[src/rtl/dec_pkg.sv]
// Shared types and constants for the decimal conversion path.
// Used by bcd_digit_adj and dec_conv_arb.
package dec_pkg;

    typedef enum logic [1:0] {
        IDLE,
        SHIFT,
        DONE
    } state_t;

    localparam int DIGIT_W    = 4;
    localparam int ADJ_THRESH = 5;
    localparam int ADJ_ADD    = 3;

endpackage

[src/rtl/bcd_digit_adj.sv]
// Double-dabble nibble correction: add 3 when the digit is 5 or more,
// so that the following left shift carries correctly into the next digit.
module bcd_digit_adj
    import dec_pkg::*;
(
    input  logic [DIGIT_W-1:0] d,
    output logic [DIGIT_W-1:0] q
);

    assign q = (d >= DIGIT_W'(ADJ_THRESH)) ? d + DIGIT_W'(ADJ_ADD) : d;

endmodule

[src/rtl/dec_conv_arb.sv]
// Time-shared sequential binary-to-BCD converter, two-way round-robin.
// Build option: DEC_SIGNED_EN treats operands as two's complement.
module dec_conv_arb
    import dec_pkg::*;
#(
    parameter int WIDTH  = 16,
    parameter int DIGITS = 5
) (
    input  logic                      clk,
    input  logic                      rst_n,
    input  logic                      req0,
    input  logic                      req1,
    input  logic [WIDTH-1:0]          bin_in0,
    input  logic [WIDTH-1:0]          bin_in1,
    output logic                      gnt0,
    output logic                      gnt1,
    output logic                      busy,
    output logic                      done,
    output logic                      done_id,
    output logic [DIGIT_W*DIGITS-1:0] dec_out,
    output logic                      sign_out
);

    localparam int BCD_W = DIGIT_W * DIGITS;
    localparam int CNT_W = $clog2(WIDTH + 1);

    state_t             state;
    state_t             state_n;
    logic               last;
    logic               cur_id;
    logic [WIDTH-1:0]   bin_q;
    logic [BCD_W-1:0]   bcd_q;
    logic [BCD_W-1:0]   bcd_adj;
    logic [CNT_W-1:0]   cnt;

    logic               accept;
    logic               pick1;
    logic               last_shift;
    logic [WIDTH-1:0]   operand;
    logic [WIDTH-1:0]   operand_mag;

    logic [BCD_W+WIDTH-1:0] shifted;
    logic [BCD_W-1:0]       bcd_next;
    logic [WIDTH-1:0]       bin_next;

    assign accept     = (state == IDLE) && (req0 || req1);
    // On a tie the requester that was not served last wins.
    assign pick1      = req1 && (!req0 || !last);
    assign operand    = pick1 ? bin_in1 : bin_in0;
    assign last_shift = (cnt == CNT_W'(1));

`ifdef DEC_SIGNED_EN
    logic operand_neg;
    logic sign_q;

    assign operand_neg = operand[WIDTH-1];
    // Unsigned WIDTH-bit negation is exact for the most negative value.
    assign operand_mag = operand_neg ? (~operand + 1'b1) : operand;
`else
    assign operand_mag = operand;
`endif

    for (genvar g = 0; g < DIGITS; g++) begin : g_adj
        bcd_digit_adj u_adj (
            .d (bcd_q[g*DIGIT_W +: DIGIT_W]),
            .q (bcd_adj[g*DIGIT_W +: DIGIT_W])
        );
    end

    assign shifted  = {bcd_adj, bin_q} << 1;
    assign bcd_next = shifted[BCD_W+WIDTH-1:WIDTH];
    assign bin_next = shifted[WIDTH-1:0];

    assign busy = (state != IDLE);
    assign done = (state == DONE);

    always_ff @(posedge clk or negedge rst_n) begin
        if (!rst_n) begin
            state <= IDLE;
        end else begin
            state <= state_n;
        end
    end

    always_comb begin
        state_n = state;
        unique case (state)
            IDLE:    if (accept) state_n = SHIFT;
            SHIFT:   if (last_shift) state_n = DONE;
            DONE:    state_n = IDLE;
            default: state_n = IDLE;
        endcase
    end

    always_ff @(posedge clk or negedge rst_n) begin
        if (!rst_n) begin
            gnt0    <= 1'b0;
            gnt1    <= 1'b0;
            last    <= 1'b1;
            cur_id  <= 1'b0;
            bin_q   <= '0;
            bcd_q   <= '0;
            cnt     <= '0;
            dec_out <= '0;
            done_id <= 1'b0;
        end else begin
            gnt0 <= 1'b0;
            gnt1 <= 1'b0;
            if (state == IDLE && accept) begin
                gnt0   <= !pick1;
                gnt1   <= pick1;
                last   <= pick1;
                cur_id <= pick1;
                bin_q  <= operand_mag;
                bcd_q  <= '0;
                cnt    <= CNT_W'(WIDTH);
            end else if (state == SHIFT) begin
                bcd_q <= bcd_next;
                bin_q <= bin_next;
                cnt   <= cnt - 1'b1;
                if (last_shift) begin
                    dec_out <= bcd_next;
                    done_id <= cur_id;
                end
            end
        end
    end

`ifdef DEC_SIGNED_EN
    always_ff @(posedge clk or negedge rst_n) begin
        if (!rst_n) begin
            sign_q   <= 1'b0;
            sign_out <= 1'b0;
        end else begin
            if (state == IDLE && accept) begin
                sign_q <= operand_neg;
            end
            if (state == SHIFT && last_shift) begin
                sign_out <= sign_q;
            end
        end
    end
`else
    assign sign_out = 1'b0;
`endif

endmodule

[config.mk]
export PLATFORM = sky130hd
export DESIGN_NAME = dec_conv_arb
export DESIGN_NICKNAME = d
export VERILOG_FILES = /design/src/rtl/dec_pkg.sv /design/src/rtl/bcd_digit_adj.sv /design/src/rtl/dec_conv_arb.sv
export SDC_FILE = /design/constraint.sdc
export NUM_CORES = 1
export LEC_CHECK = 0
export ABC_AREA = 1
export BUFFER_PORTS_ARGS = -buffer_cell sky130_fd_sc_hd__buf_2
export CAP_MARGIN = 20
export CORE_UTILIZATION = 51
export CTS_CLUSTER_DIAMETER = 50
export DETAILED_ROUTE_END_ITERATION = 10
export PLACE_DENSITY = 0.77
export SYNTH_ARGS = -nofsm -noshare
export SYNTH_HDL_FRONTEND = slang
export SYNTH_SLANG_ARGS = --single-unit
export TNS_END_PERCENT = 1
[constraint.sdc]
create_clock -name clk -period 1.5 [get_ports clk]
set_clock_uncertainty 0.15 [all_clocks]
set_input_delay 0.075 -clock clk [delete_from_list [all_inputs] [get_ports clk]]
set_output_delay 0.075 -clock clk [all_outputs]
set_load 0.01 [all_outputs]
# [Word level (Yosys, flattened, before mapping)]
# Cells that the tools add are included.
[word_totals] inputBits=36 output_inout_bits=26 reg_bits=68 wordCells=57
[op_classes] mux=17 addsub=6 n_reduce_logical=13 n_lt_le_gt_ge=5 bitwise_logic=1 eq_ne=5
[op_table] op="$mux W16" count=3
[op_table] op="$mux W20" count=2
[op_table] op="$ge A4 B3 Y1 const B" count=5
[op_table] op="$add A4 B2 Y4 const B" count=4
[op_table] op="$mux W4" count=4
[op_table] op="$mux W5" count=2
[op_table] op="$eq A5 B1 Y1 const B" count=1
[op_table] op="$sub A5 B1 Y5 const B" count=1
[op_table] op="$mux W2" count=2
[op_table] op="$ne A2 B2 Y1 const B" count=2
[op_table] op="$pmux W2 S2" count=1
[op_table] op="$reduce_bool A2 Y1" count=2
[op_table] op="$add A3 B2 Y3 const B" count=1
[op_table] op="$logic_and A1 B1 Y1" count=3
[op_table] op="$logic_not A1 Y1" count=3
[op_table] op="$mux W3" count=1
[op_table] op="$reduce_and A3 Y1" count=1
[op_table] op="$eq A2 B1 Y1 const B" count=1
[op_table] op="$eq A2 B2 Y1 const B" count=1
[op_table] op="$logic_not A2 Y1" count=1
[op_table] op="$logic_or A1 B1 Y1" count=2
[op_table] op="$mux W1" count=2
[op_table] op="$reduce_and A2 Y1" count=1
[op_table] op="$not A1 Y1" count=1

# [Longest topological paths before layout]
# Gate-level depths: netlist of the first run.
[depth] word_depth=5 ltp_mapped=10 mapped_depth_nobuf=10

# [Cells and area by module]
# Synthesis of the first run repeated with hierarchy kept, for this count alone.
[unflattened] hier_cells=473 hier_area_um2=3737.3
[modules_own_cells] module="dec_conv_arb" area_per_inst_um2=3061.7 n_inst=1 cells_per_inst=358 seq_area_each_um2=1702.9
[modules_own_cells] module="bcd_digit_adj" area_per_inst_um2=135.1 n_inst=5 cells_per_inst=23 seq_area_each_um2=0.0

# [Least setup slack after synthesis of the first run]
# OpenSTA, ideal clock, no wires.
[synth_timing] kind="reg2reg" from="reg last" to="reg bin_q[11]" period_less_slack_ns=1.453 t_required_ns=1.237 n_path_buf=1 setup_time_ns=0.113 path_stages_with_launch=9 slack_ns=0.047 arrival_time_ns=1.190 cell_sequence="dfstp_2 nand2_1 nand2_1 nor2_4 buf_4 nand2_1 nand3_1 nand2_1 inv_1"
[synth_between] elab_chain_cells=5
[synth_lines] element="start, declared" line_no="dec_conv_arb.sv:29" text="logic last;"
[synth_lines] element="start signal, assigned" line_no="dec_conv_arb.sv:112" text="last <= pick1;"
[synth_lines] element="$logic_not A1 Y1" line_no="dec_conv_arb.sv:48" text="assign pick1 = req1 && (!req0 || !last);"
[synth_lines] element="$logic_or A1 B1 Y1" line_no="dec_conv_arb.sv:48"
[synth_lines] element="$logic_and A1 B1 Y1" line_no="dec_conv_arb.sv:48"
[synth_lines] element="$mux W16" line_no="dec_conv_arb.sv:49" text="assign operand = pick1 ? bin_in1 : bin_in0;"
[synth_lines] element="$mux W16" line_no="dec_conv_arb.sv:109" text="if (state == IDLE && accept) begin"
[synth_lines] element="end signal, assigned" line_no="dec_conv_arb.sv:114" text="bin_q <= operand_mag;"
[synth_lines] element="end signal, assigned" line_no="dec_conv_arb.sv:119" text="bin_q <= bin_next;"
[synth_lines] element="end, declared" line_no="dec_conv_arb.sv:31" text="logic [WIDTH-1:0] bin_q;"
# Every way passes these cells.
# A chain may end at the register's enable or synchronous reset.

# [Worst setup path after layout of the first run]
[layout_timing] from="reg state[1]" to="reg bin_q[6]"
[layout_between] elab_chain_cells=4 elab_cells_between_ends=6 cone_classes="1 x eq/ne; 1 x mux; 4 x reduce/logical"
[layout_lines] element="start, declared" line_no="dec_conv_arb.sv:27" text="state_t state;"
[layout_lines] element="start signal, assigned" line_no="dec_conv_arb.sv:81" text="state <= state_n;"
[layout_lines] element="$logic_not A2 Y1" line_no="dec_conv_arb.sv:46, dec_conv_arb.sv:109"
[layout_lines] element="$logic_and A1 B1 Y1" line_no="dec_conv_arb.sv:46" text="assign accept = (state == IDLE) && (req0 || req1);"
[layout_lines] element="$logic_and A1 B1 Y1" line_no="dec_conv_arb.sv:109"
[layout_lines] element="$mux W16 or $reduce_bool A2 Y1 (tied branches)"
# Parallel ways exist; a longest one is shown, timed or not.

==> results.json, run 1 <==
{
  "status": "completed",
  "cp-start-kind": "flip-flop",
  "dpl.hpwl_um": 5837,
  "viasPerCell": 5.282,
  "max_freq_mhz": 678.5,
  "yosysWarningCount": 0,
  "final_max_slew_viol_count": 0,
  "cp_max_fo": 12,
  "pwr-share-clk_pct": 16.4,
  "end_kind": "flip-flop",
  "switching_share_pct": 43.09,
  "antenna_found_initial": 0,
  "final_cells": 660,
  "path_clk_slew_ns": 0.07,
  "fp.dieW_um": 85.37,
  "final-hold-violation-count": 0,
  "critical_path_class": "reg2reg",
  "nets": 623,
  "ir_drop_mv": 0.9902,
  "r2r_end": "bin_q[6]",
  "start_util_pct": 52.46,
  "wl_met1_um": 3825,
  "seq_power_share_pct": 33.0,
  "reg2reg_slack_ns": 0.03,
  "top_layer": "met4",
  "critPathCapture": "bin_q[6]",
  "die_h_um": 85.37,
  "dieArea_mm2": 0.007288,
  "synth_top_family_by_area": "simple AND/OR/NAND/NOR gates",
  "syn_inst": 462,
  "dr.pass1.iters": 5,
  "worstHoldPathType": "in2reg",
  "p_int_mw": 5.824,
  "wl_met3_um": 449,
  "powerDensity_mw_per_mm2": 2121,
  "post_drt_wl_per_cell_um": 14.05,
  "p_switching_mw": 4.409,
  "r2r-start": "state[1]",
  "power.leakage_nw": 2.583,
  "synth_xor_area_share_pct": 0,
  "synth_adder_area_share_pct": 4.236,
  "drc_errors": 0,
  "period_share_pct": 98.25,
  "synth_seq_area_share_pct": 48.04,
  "wl_met2_um": 4617,
  "synth.avg_cell_area_um2": 7.672,
  "dp.cells": 616,
  "first_iter_violations": 232,
  "cp.required_ns": 1.60,
  "io_buffers": 60,
  "syn2layout_area_growth_pct": 36.11,
  "num_antenna_cells": 0,
  "dpl_cell_area_mm2": 0.004093,
  "combPwrFrac_pct": 50.6,
  "grt_pass1_vias": 3545,
  "synthTopCellsByArea": "dfrtp_1 47%, nand2_1 19%, nand3_1 7.6%",
  "syn_nets": 510,
  "track_usage_pct": 26.09,
  "syn_area_mm2": 0.003545,
  "synth.area.mux_share_pct": 0,
  "setup_viol": 0,
  "routed_wl_um": 9271,
  "maxCapViolations": 0,
  "cts-root-buf": "clkbuf_8",
  "hold_ws_ns": 0.02301,
  "tritoncts": "built",
  "grt_pass1_wl_um": 14970,
  "grt_max_degree": 39,
  "timing.final.crit_period_ns": 1.474,
  "yosysTopAreaCell": "dfrtp_1",
  "clock_path_buffers": 2,
  "rows": 30,
  "ys_seq_elements": 68,
  "grt_overflow": 0,
  "startpoint": "state[1]",
  "ant_nets": 0,
  "rsz0062_at_grt": "true",
  "yosys.area.top_type_share_pct": 47.30,
  "fillCellCount": 494,
  "io_pins": 62,
  "power_mw": 10.23,
  "reg2reg_depth": 7,
  "synthSimpleGateAreaFrac_pct": 32.19,
  "cts_htree_levels": 3,
  "numCtsBuffers": 9,
  "yosys.cell_types.count": 25,
  "drive_above_1_share_pct": 29.66,
  "insertion_delay_ns": 0.35,
  "cts_sinks": 68,
  "synth-compound-area-share_pct": 6.601,
  "utilization_pct": 71.41,
  "dr_total_vias": 3486,
  "cp.arrival_ns": 1.57,
  "coreArea_mm2": 0.006756,
  "stdcell_area_mm2": 0.004825,
  "gp_congestion": 0.8632
}
worst max-delay path, cell delays in order, from the launching register on:
cell and delay, ns:
dfrtp_1 0.42, inv_2 0.11, nand2_4 0.09, buf_4 0.20, o21ai_1 0.16, nand2_2 0.08
nor2_2 0.10, nor2_1 0.05
metal layers:
layer / GRT usage (%) / up-vias
li1: - / 1690
met1: 30.89 / 1623
met2: 45.09 / 130
met3: 6.128 / 43
met4: 12.12 / 0
met5: 0 / -
repair_timing:
action	CTS	global route
hold endpoints to repair	82	0
endpoints found under the setup margin	39	56
buffers inserted	0	1
pin swaps	0	16
resized for setup	15	68
hold buffers	27	0
per-stage QoR:
stage	worst slack [ns]	TNS (ns)
floorplan	0.04713	0
global placement	0.00002076	0
detailed placement	-0.1132	-1.356
CTS	-0.0008126	-0.0008126
global route	-0.04597	-0.4481
finish	0.02622	0
flip-flops by register name, summed over array words and instances (netlist names):
signal / flops
last: 1
done_id: 1
state: 2
cnt: 5
dec_out: 20
gnt1: 1
bcd_q: 20
gnt0: 1
bin_q: 16
cur_id: 1
power by group through the flow:
| stage | sequential (mW) | clock [mW] | combinational, mW |
|---|---|---|---|
| detailed placement | 3.29 | 0 | 4.50 |
| finish | 3.38 | 1.68 | 5.18 |
| CTS | 3.28 | 1.70 | 4.64 |
| global placement | 3.26 | 0 | 4.29 |
| global route | 3.48 | 1.78 | 5.85 |
| floorplan | 3.35 | 0 | 2.97 |
cells in the final DEF, fill, tap and decap left out, drive strengths merged, types with 9 or more instances in the layout:
master	instances
buf	91
clkbuf	11
dfrtp	67
dlygate4sd3	27
ha	12
inv	52
nand2	179
nand3	54
nand4	9
nor2	18
o21ai	35
synth_stat cells:
library cell  count
a21oi_1           8
buf_2             7
buf_4             4
buf_6             4
clkbuf_2          1
conb_1            1
dfrtp_1          67
dfstp_2           1
ha_1             12
inv_1            49
inv_2             2
inv_4             1
nand2_1         175
nand2_2           3
nand2_4           1
nand3_1          54
nand4_1           9
nor2_1           15
nor2_2            1
nor2_4            2
nor3_1            1
o21ai_0          32
o21ai_1           3
o22ai_1           3
or2_0             6
cell type report:
class                   count  area [um^2]  share of cell area, %
inverters                  52        200.2                  4.149
flip-flops and latches     68         1704                  35.32
repair buffers            118        859.6                  17.82
multi-input cells         326         1744                  36.15
well taps                  80        100.1                  2.075
clock buffers              11        141.4                  2.931
clock inverters             5        75.07                  1.556
worst min path at each step:
stage	from	to	depth (start not counted)
2_1_floorplan	rst_n	bcd_q[0]	0
3_3_place_gp	rst_n	dec_out[10]	1
3_5_place_dp	rst_n	dec_out[9]	1
4_1_cts	bin_in1[14]	bin_q[14]	7
5_1_grt	rst_n	dec_out[9]	2
6_report	bin_in1[9]	bin_q[9]	7
cell families (layout without fill, tap and decap cells):
kind of cell,after synthesis,count (layout)
buffers and inverters,68,186
AO/OA/AOI/OAI,46,46
adder cells (fa/ha/maj),12,12
other,1,1
AND/OR/NAND/NOR,267,267
flip-flops,68,68
No activity file was read; power rests on OpenSTA's default activity.
==> run 2: changes to the inputs <==
Settings changed: CAP_MARGIN 20 to unset, PLACE_DENSITY 0.77 to 0.76, SYNTH_HIERARCHICAL set to 1.
==> run 2 against run 1 <==
  * The run now ends with negative hold slack, negative setup slack left
  * Combinational power is 8.7% higher
  * Sequential power hardly changed
  * Via count is 2.0% higher
  * Cell area is 3.4% higher
  * Synthesized cell count is 1.3% higher
==> results.json, run 2 <==
{
  "io_buffers": 60,
  "post_drt_wl_per_cell_um": 14.47,
  "cp.required_ns": 1.58,
  "grt_pass1_vias": 3370,
  "viasPerCell": 5.122,
  "hold_ws_ns": -0.0009399,
  "start_util_pct": 53.73,
  "clock_path_buffers": 2,
  "grt_max_degree": 69,
  "syn_inst": 468,
  "dpl_cell_area_mm2": 0.004268,
  "ant_nets": 0,
  "coreArea_mm2": 0.006907,
  "critPathCapture": "dec_out[18]",
  "reg_top3": "bcd_q: 20 flops, dec_out: 20 flops, bin_q: 16 flops",
  "r2r_end": "dec_out[18]",
  "syn2layout_area_growth_pct": 34.49,
  "p_int_mw": 5.805,
  "cts_sinks": 68,
  "die_h_um": 87.30,
  "yosysWarningCount": 6,
  "r2r-start": "cnt[2]",
  "pwr-share-clk_pct": 13.6,
  "numCtsBuffers": 9,
  "maxCapViolations": 0,
  "routed_wl_um": 10040,
  "dieArea_mm2": 0.007621,
  "reg2reg_depth": 7,
  "antenna_found_initial": 1,
  "seq_power_share_pct": 32.3,
  "cp-start-kind": "flip-flop",
  "utilization_pct": 72.26,
  "violations": "negative hold slack, negative setup slack",
  "syn_nets": 516,
  "final_max_slew_viol_count": 0,
  "cts_htree_levels": 3,
  "tritoncts": "built",
  "final_common_cell": "nand2_1",
  "dpl.hpwl_um": 5523,
  "setup_viol": 26,
  "dr_total_vias": 3555,
  "drc_errors": 0,
  "fp.dieW_um": 87.30,
  "cts-root-buf": "clkbuf_8",
  "status": "finished, violations left",
  "grt_pass1_wl_um": 15240,
  "synth.avg_cell_area_um2": 7.930,
  "end_kind": "flip-flop",
  "track_usage_pct": 25.90,
  "rows": 30,
  "critPathSlowestCell": "dfrtp_1",
  "p_switching_mw": 4.598,
  "stdcell_area_mm2": 0.004991,
  "drive_above_1_share_pct": 35.01,
  "reg2reg_slack_ns": -0.05,
  "rsz0062_at_grt": "true",
  "period_share_pct": 103.6,
  "path_clk_slew_ns": 0.08,
  "switching_share_pct": 44.20,
  "place_ws_ns": -0.03953,
  "startpoint": "cnt[2]",
  "final_cell_mix": "127 x nand2_1, 64 x dfrtp_1, 60 x buf_2, 43 x inv_1, 37 x o21ai_1",
  "syn_area_mm2": 0.003711,
  "cp_cell_sequence": "nor2_1 > nand2_2 > nor2_4 > nand2_4 > buf_12 > nand2_1 > o21ai_1",
  "power_mw": 10.40,
  "slowest_delay_ns": 0.44,
  "final-hold-violation-count": 1,
  "combPwrFrac_pct": 54.1,
  "first_iter_violations": 364,
  "worstHoldPathType": "in2reg",
  "grt_overflow": 0,
  "powerDensity_mw_per_mm2": 2084,
  "dr.pass1.iters": 5,
  "cp_max_fo": 22,
  "max_freq_mhz": 643.3,
  "worst_slack_ns": -0.05455,
  "ir_drop_mv": 1.035,
  "insertion_delay_ns": 0.36,
  "io_pins": 62,
  "critical_path_class": "reg2reg",
  "nets": 640,
  "timing.final.crit_period_ns": 1.555,
  "power.leakage_nw": 2.564,
  "gp_congestion": 0.8731,
  "cp.arrival_ns": 1.64
}
==> run 2: cell count changes in the layout (fill, tap and decap cells not counted), sizes merged, moves of 2 or more <==
cell	change
buf	+9
bufinv	-2
clkbuf	+3
inv	+14
nand2	-31
nand3	-36
nand4	-2
nor2	+29
o21ai	+35
o22ai	-2
==> run 2: through the flow <==
stage	setup TNS [ns]	hold slack, ns	std cells
2_1_floorplan	0	-0.3706	468
3_3_place_gp	0	-0.03311	637
3_5_place_dp	-0.2049	-0.02770	637
4_1_cts	-0.01299	0.005719	682
5_1_grt	-2.592	0.05467	694
6_report	-0.9061	-0.0009399	694
==> run 2: critical path: cells and delay by family, from the launching register on <==
kind	cells	cell delay [ns]
compound gates	1	0.06
flops	1	0.44
buf+inv	1	0.16
simple gates	5	0.61
==> run 2: power by group through the flow <==
stage | clock (mW) | sequential, mW | combinational [mW]
2_1_floorplan | 0 | 3.36 | 3.22
3_3_place_gp | 0 | 3.27 | 4.58
3_5_place_dp | 0 | 3.30 | 4.76
4_1_cts | 1.41 | 3.28 | 4.88
5_1_grt | 1.51 | 3.45 | 6.26
6_report | 1.41 | 3.36 | 5.63
==> run 2: area by class of cell <==
cell class	instances	area, um^2
clock inverters	2	10.01
clock buffers	14	172.7
fillers	495	1916
well taps	96	120.1
diodes	1	2.502
repair buffers	128	945.9
flip-flops and latches	68	1707
multi-input cells	319	1783
inverters	66	250.2
==> run 2: how the worst min path moves through the flow <==
stage	start	to	slack, ns	cells after the start
4_1_cts	bin_in1[1]	bin_q[1]	0.006	7
6_report	bin_in1[1]	bin_q[1]	-0.0009	7
3_3_place_gp	rst_n	bin_q[11]	-0.03	2
2_1_floorplan	rst_n	bcd_q[0]	-0.37	0
3_5_place_dp	rst_n	bin_q[11]	-0.03	2
5_1_grt	bin_in1[2]	bin_q[2]	0.05	7
==> run 2: timing repair <==
action	in CTS	in global routing
buffers inserted	1	11
hold endpoints to repair	83	0
pin swaps	0	34
gates resized for setup	10	81
endpoints found under the setup margin	21	59
hold buffers	28	0
==> run 2: layer usage <==
metal | share of wire (%) | track usage, % | up-vias | wire length, um
li1 | - | - | 1717 | -
met1 | 41 | 32.64 | 1651 | 4094
met2 | 50 | 42.90 | 142 | 5021
met3 | 5.5 | 6.256 | 45 | 557
met4 | 3.7 | 10.13 | 0 | 368
met5 | 0 | 0 | - | 0
==> run 3: changes to the inputs <==
Settings changed: CORE_UTILIZATION 51 to 55, CTS_BUF_LIST set to sky130_fd_sc_hd__clkbuf_4 sky130_fd_sc_hd__clkbuf_8, PLACE_DENSITY 0.76 to 0.78.
Clock period 1.5 ns to 2 ns, I/O delays scaled along.
==> run 3 against run 2 <==
  * The run ends with design-rule violations left
  * Highest routed layer unchanged
  * Largest power group unchanged
  * Critical path depth is 1 lower
  * Setup slack improved by 0.31 ns
  * Critical endpoint is now bin_q[15]
  * Cell count shrank 8.4%
  * Count of clock-buffer cells in the layout stayed put
  * Register-to-register slack improved by 0.31 ns
  * First-iteration DRC count is 49% lower
  * Non-clock buffer count down 38
  * Sequential cell count stayed put
  * Die area is 7.1% lower
  * Global-route usage grew 0.56 points
  * Combinational power shrank 41%
==> results.json, run 3 (synthesis gave the netlist of run 2 again) <==
{
  "cp.arrival_ns": 1.87,
  "post_drt_wl_per_cell_um": 13.41,
  "numCtsBuffers": 9,
  "tightest_slew_ns": 0.5162,
  "grt_overflow": 0,
  "critical_path_class": "reg2reg",
  "startpoint": "last",
  "fp.dieW_um": 84.14,
  "critPathTopFamily": "simple AND/OR/NAND/NOR gates",
  "cp-start-kind": "flip-flop",
  "cts_sinks": 68,
  "viasPerCell": 5.231,
  "powerDensity_mw_per_mm2": 1550,
  "final_max_slew_viol_count": 0,
  "max_freq_mhz": 574.8,
  "slew_headroom_pct": 65.58,
  "final_cell_mix": "137 x nand2_1, 67 x dfrtp_1, 60 x buf_2, 57 x inv_1, 56 x o21ai_0",
  "cts_htree_levels": 3,
  "rsz0062_at_grt": "false",
  "r2r_end": "bin_q[15]",
  "nets": 602,
  "maxCapViolations": 0,
  "clock_path_buffers": 2,
  "status": "finished, violations left",
  "cp_max_fo": 13,
  "reg_top3": "bcd_q: 20 flops, dec_out: 20 flops, bin_q: 16 flops",
  "routed_wl_um": 8527,
  "coreArea_mm2": 0.006422,
  "start_util_pct": 57.78,
  "critPathCapture": "bin_q[15]",
  "cpMostUsedCell": "nor2_1",
  "fillCellCount": 496,
  "drc_errors": 2,
  "final_cells": 636,
  "reg2reg_slack_ns": 0.26,
  "critPathSlowestCell": "dfstp_2",
  "grt_pass1_vias": 3390,
  "gp_congestion": 0.8429,
  "reg2reg_depth": 6,
  "drive_above_1_share_pct": 23.43,
  "cp.required_ns": 2.13,
  "tns_ns": 0,
  "io_pins": 62,
  "antenna_found_initial": 0,
  "end_kind": "flip-flop",
  "period_share_pct": 86.99,
  "dpl.hpwl_um": 5513,
  "cp_cell_sequence": "nand2_1 > nand2_2 > nand3_1 > nor2_1 > nor2_1 > nor2_1",
  "violations": "design-rule violations",
  "io_buffers": 60,
  "path_clk_slew_ns": 0.07,
  "syn2layout_area_growth_pct": 20.97,
  "final_common_cell": "nand2_1",
  "dr.pass1.iters": 7,
  "worst-path-buf-inv": 0,
  "hold_depth": 7,
  "worstHoldPathType": "in2reg",
  "cts-root-buf": "clkbuf_8",
  "setup_viol": 0,
  "dieArea_mm2": 0.007080,
  "dp.cells": 595,
  "grt_pass1_wl_um": 14700,
  "first_iter_violations": 187,
  "insertion_delay_ns": 0.35,
  "ir_drop_mv": 0.8355,
  "ant_nets": 0,
  "final-hold-violation-count": 0,
  "slowest_delay_ns": 0.54,
  "rows": 29,
  "num_antenna_cells": 0,
  "r2r-start": "last",
  "track_usage_pct": 26.46,
  "die_h_um": 84.14,
  "tritoncts": "built",
  "timing.final.crit_period_ns": 1.740,
  "power.leakage_nw": 2.366,
  "dr_total_vias": 3327,
  "cp.depth": 6,
  "grt_max_degree": 44
}
[run 3: changes by cell type in the layout (fill, tap and decap cells not counted), moves of 5 or more]
cell     delta
inv_2      -13
nand2_2     -9
inv_1      +14
ha_4        -5
o21ai_1    -28
o21ai_2     -5
o21ai_0    +33
ha_1        +9
buf_4      -28
nand2_1    +10
[run 3: area by class of cell]
class                      instances  area, um^2  area share (%)
clock buffer                      14       167.7           3.735
clock inverter                     2       35.03          0.7804
inverter                          66       247.7           5.518
multi-input combinational        319        1639           36.51
sequential                        68        1703           37.93
tap                               77       96.34           2.146
timing repair buffer              90       600.6           13.38
[run 3: what timing repair did]
| action | 4_1_cts | 5_1_grt |
|---|---|---|
| buffers inserted | 0 | 0 |
| hold endpoints to repair | 64 | 0 |
| gates resized for setup | 0 | 1 |
| hold buffers | 25 | 0 |
| endpoints found under the setup margin | 0 | 4 |
[run 3: worst min-delay path by stage]
stage,from,end,slack (ns)
floorplan,rst_n,bcd_q[0],-0.35
global placement,rst_n,bin_q[12],-0.06
detailed placement,rst_n,bin_q[13],-0.05
CTS,bin_in0[1],bin_q[1],0.006
global route,bin_in0[1],bin_q[1],0.04
finish,bin_in0[1],bin_q[1],0.009
[run 3: power breakdown]
part / switching [mW] / internal [mW]
Combinational: 2.06 / 1.26
Sequential: 0.457 / 2.04
Clock: 0.484 / 0.664
Total: 3.00 / 3.96
[run 3: worst min-delay path, cell delays in order]
cell,delay (ns)
buf_2,0.07
nand2_1,0.04
nand2_1,0.06
nand2_1,0.05
nand2_1,0.05
nand2_1,0.04
nand2_1,0.06
[run 3: through the flow]
step	util [%]	area [um^2]	setup slack [ns]	hold WS, ns	total power, mW
global route	69.90	4489	0.1223	0.03595	7.587
CTS	69.86	4487	0.1507	0.005684	6.951
detailed placement	62.81	4034	0.1718	-0.05305	5.742
global placement	62.81	4034	0.2935	-0.05579	5.592
floorplan	-	3711	0.5923	-0.3456	4.936
finish	69.90	4489	0.2603	0.009394	6.957
[run 3: layer usage]
metal / vias up / routed length [um] / track usage [%]
met5: - / 0 / 0
met4: 0 / 321 / 14.42
met3: 37 / 384 / 7.670
met2: 94 / 4299 / 44.71
met1: 1577 / 3522 / 30.42
li1: 1619 / - / -
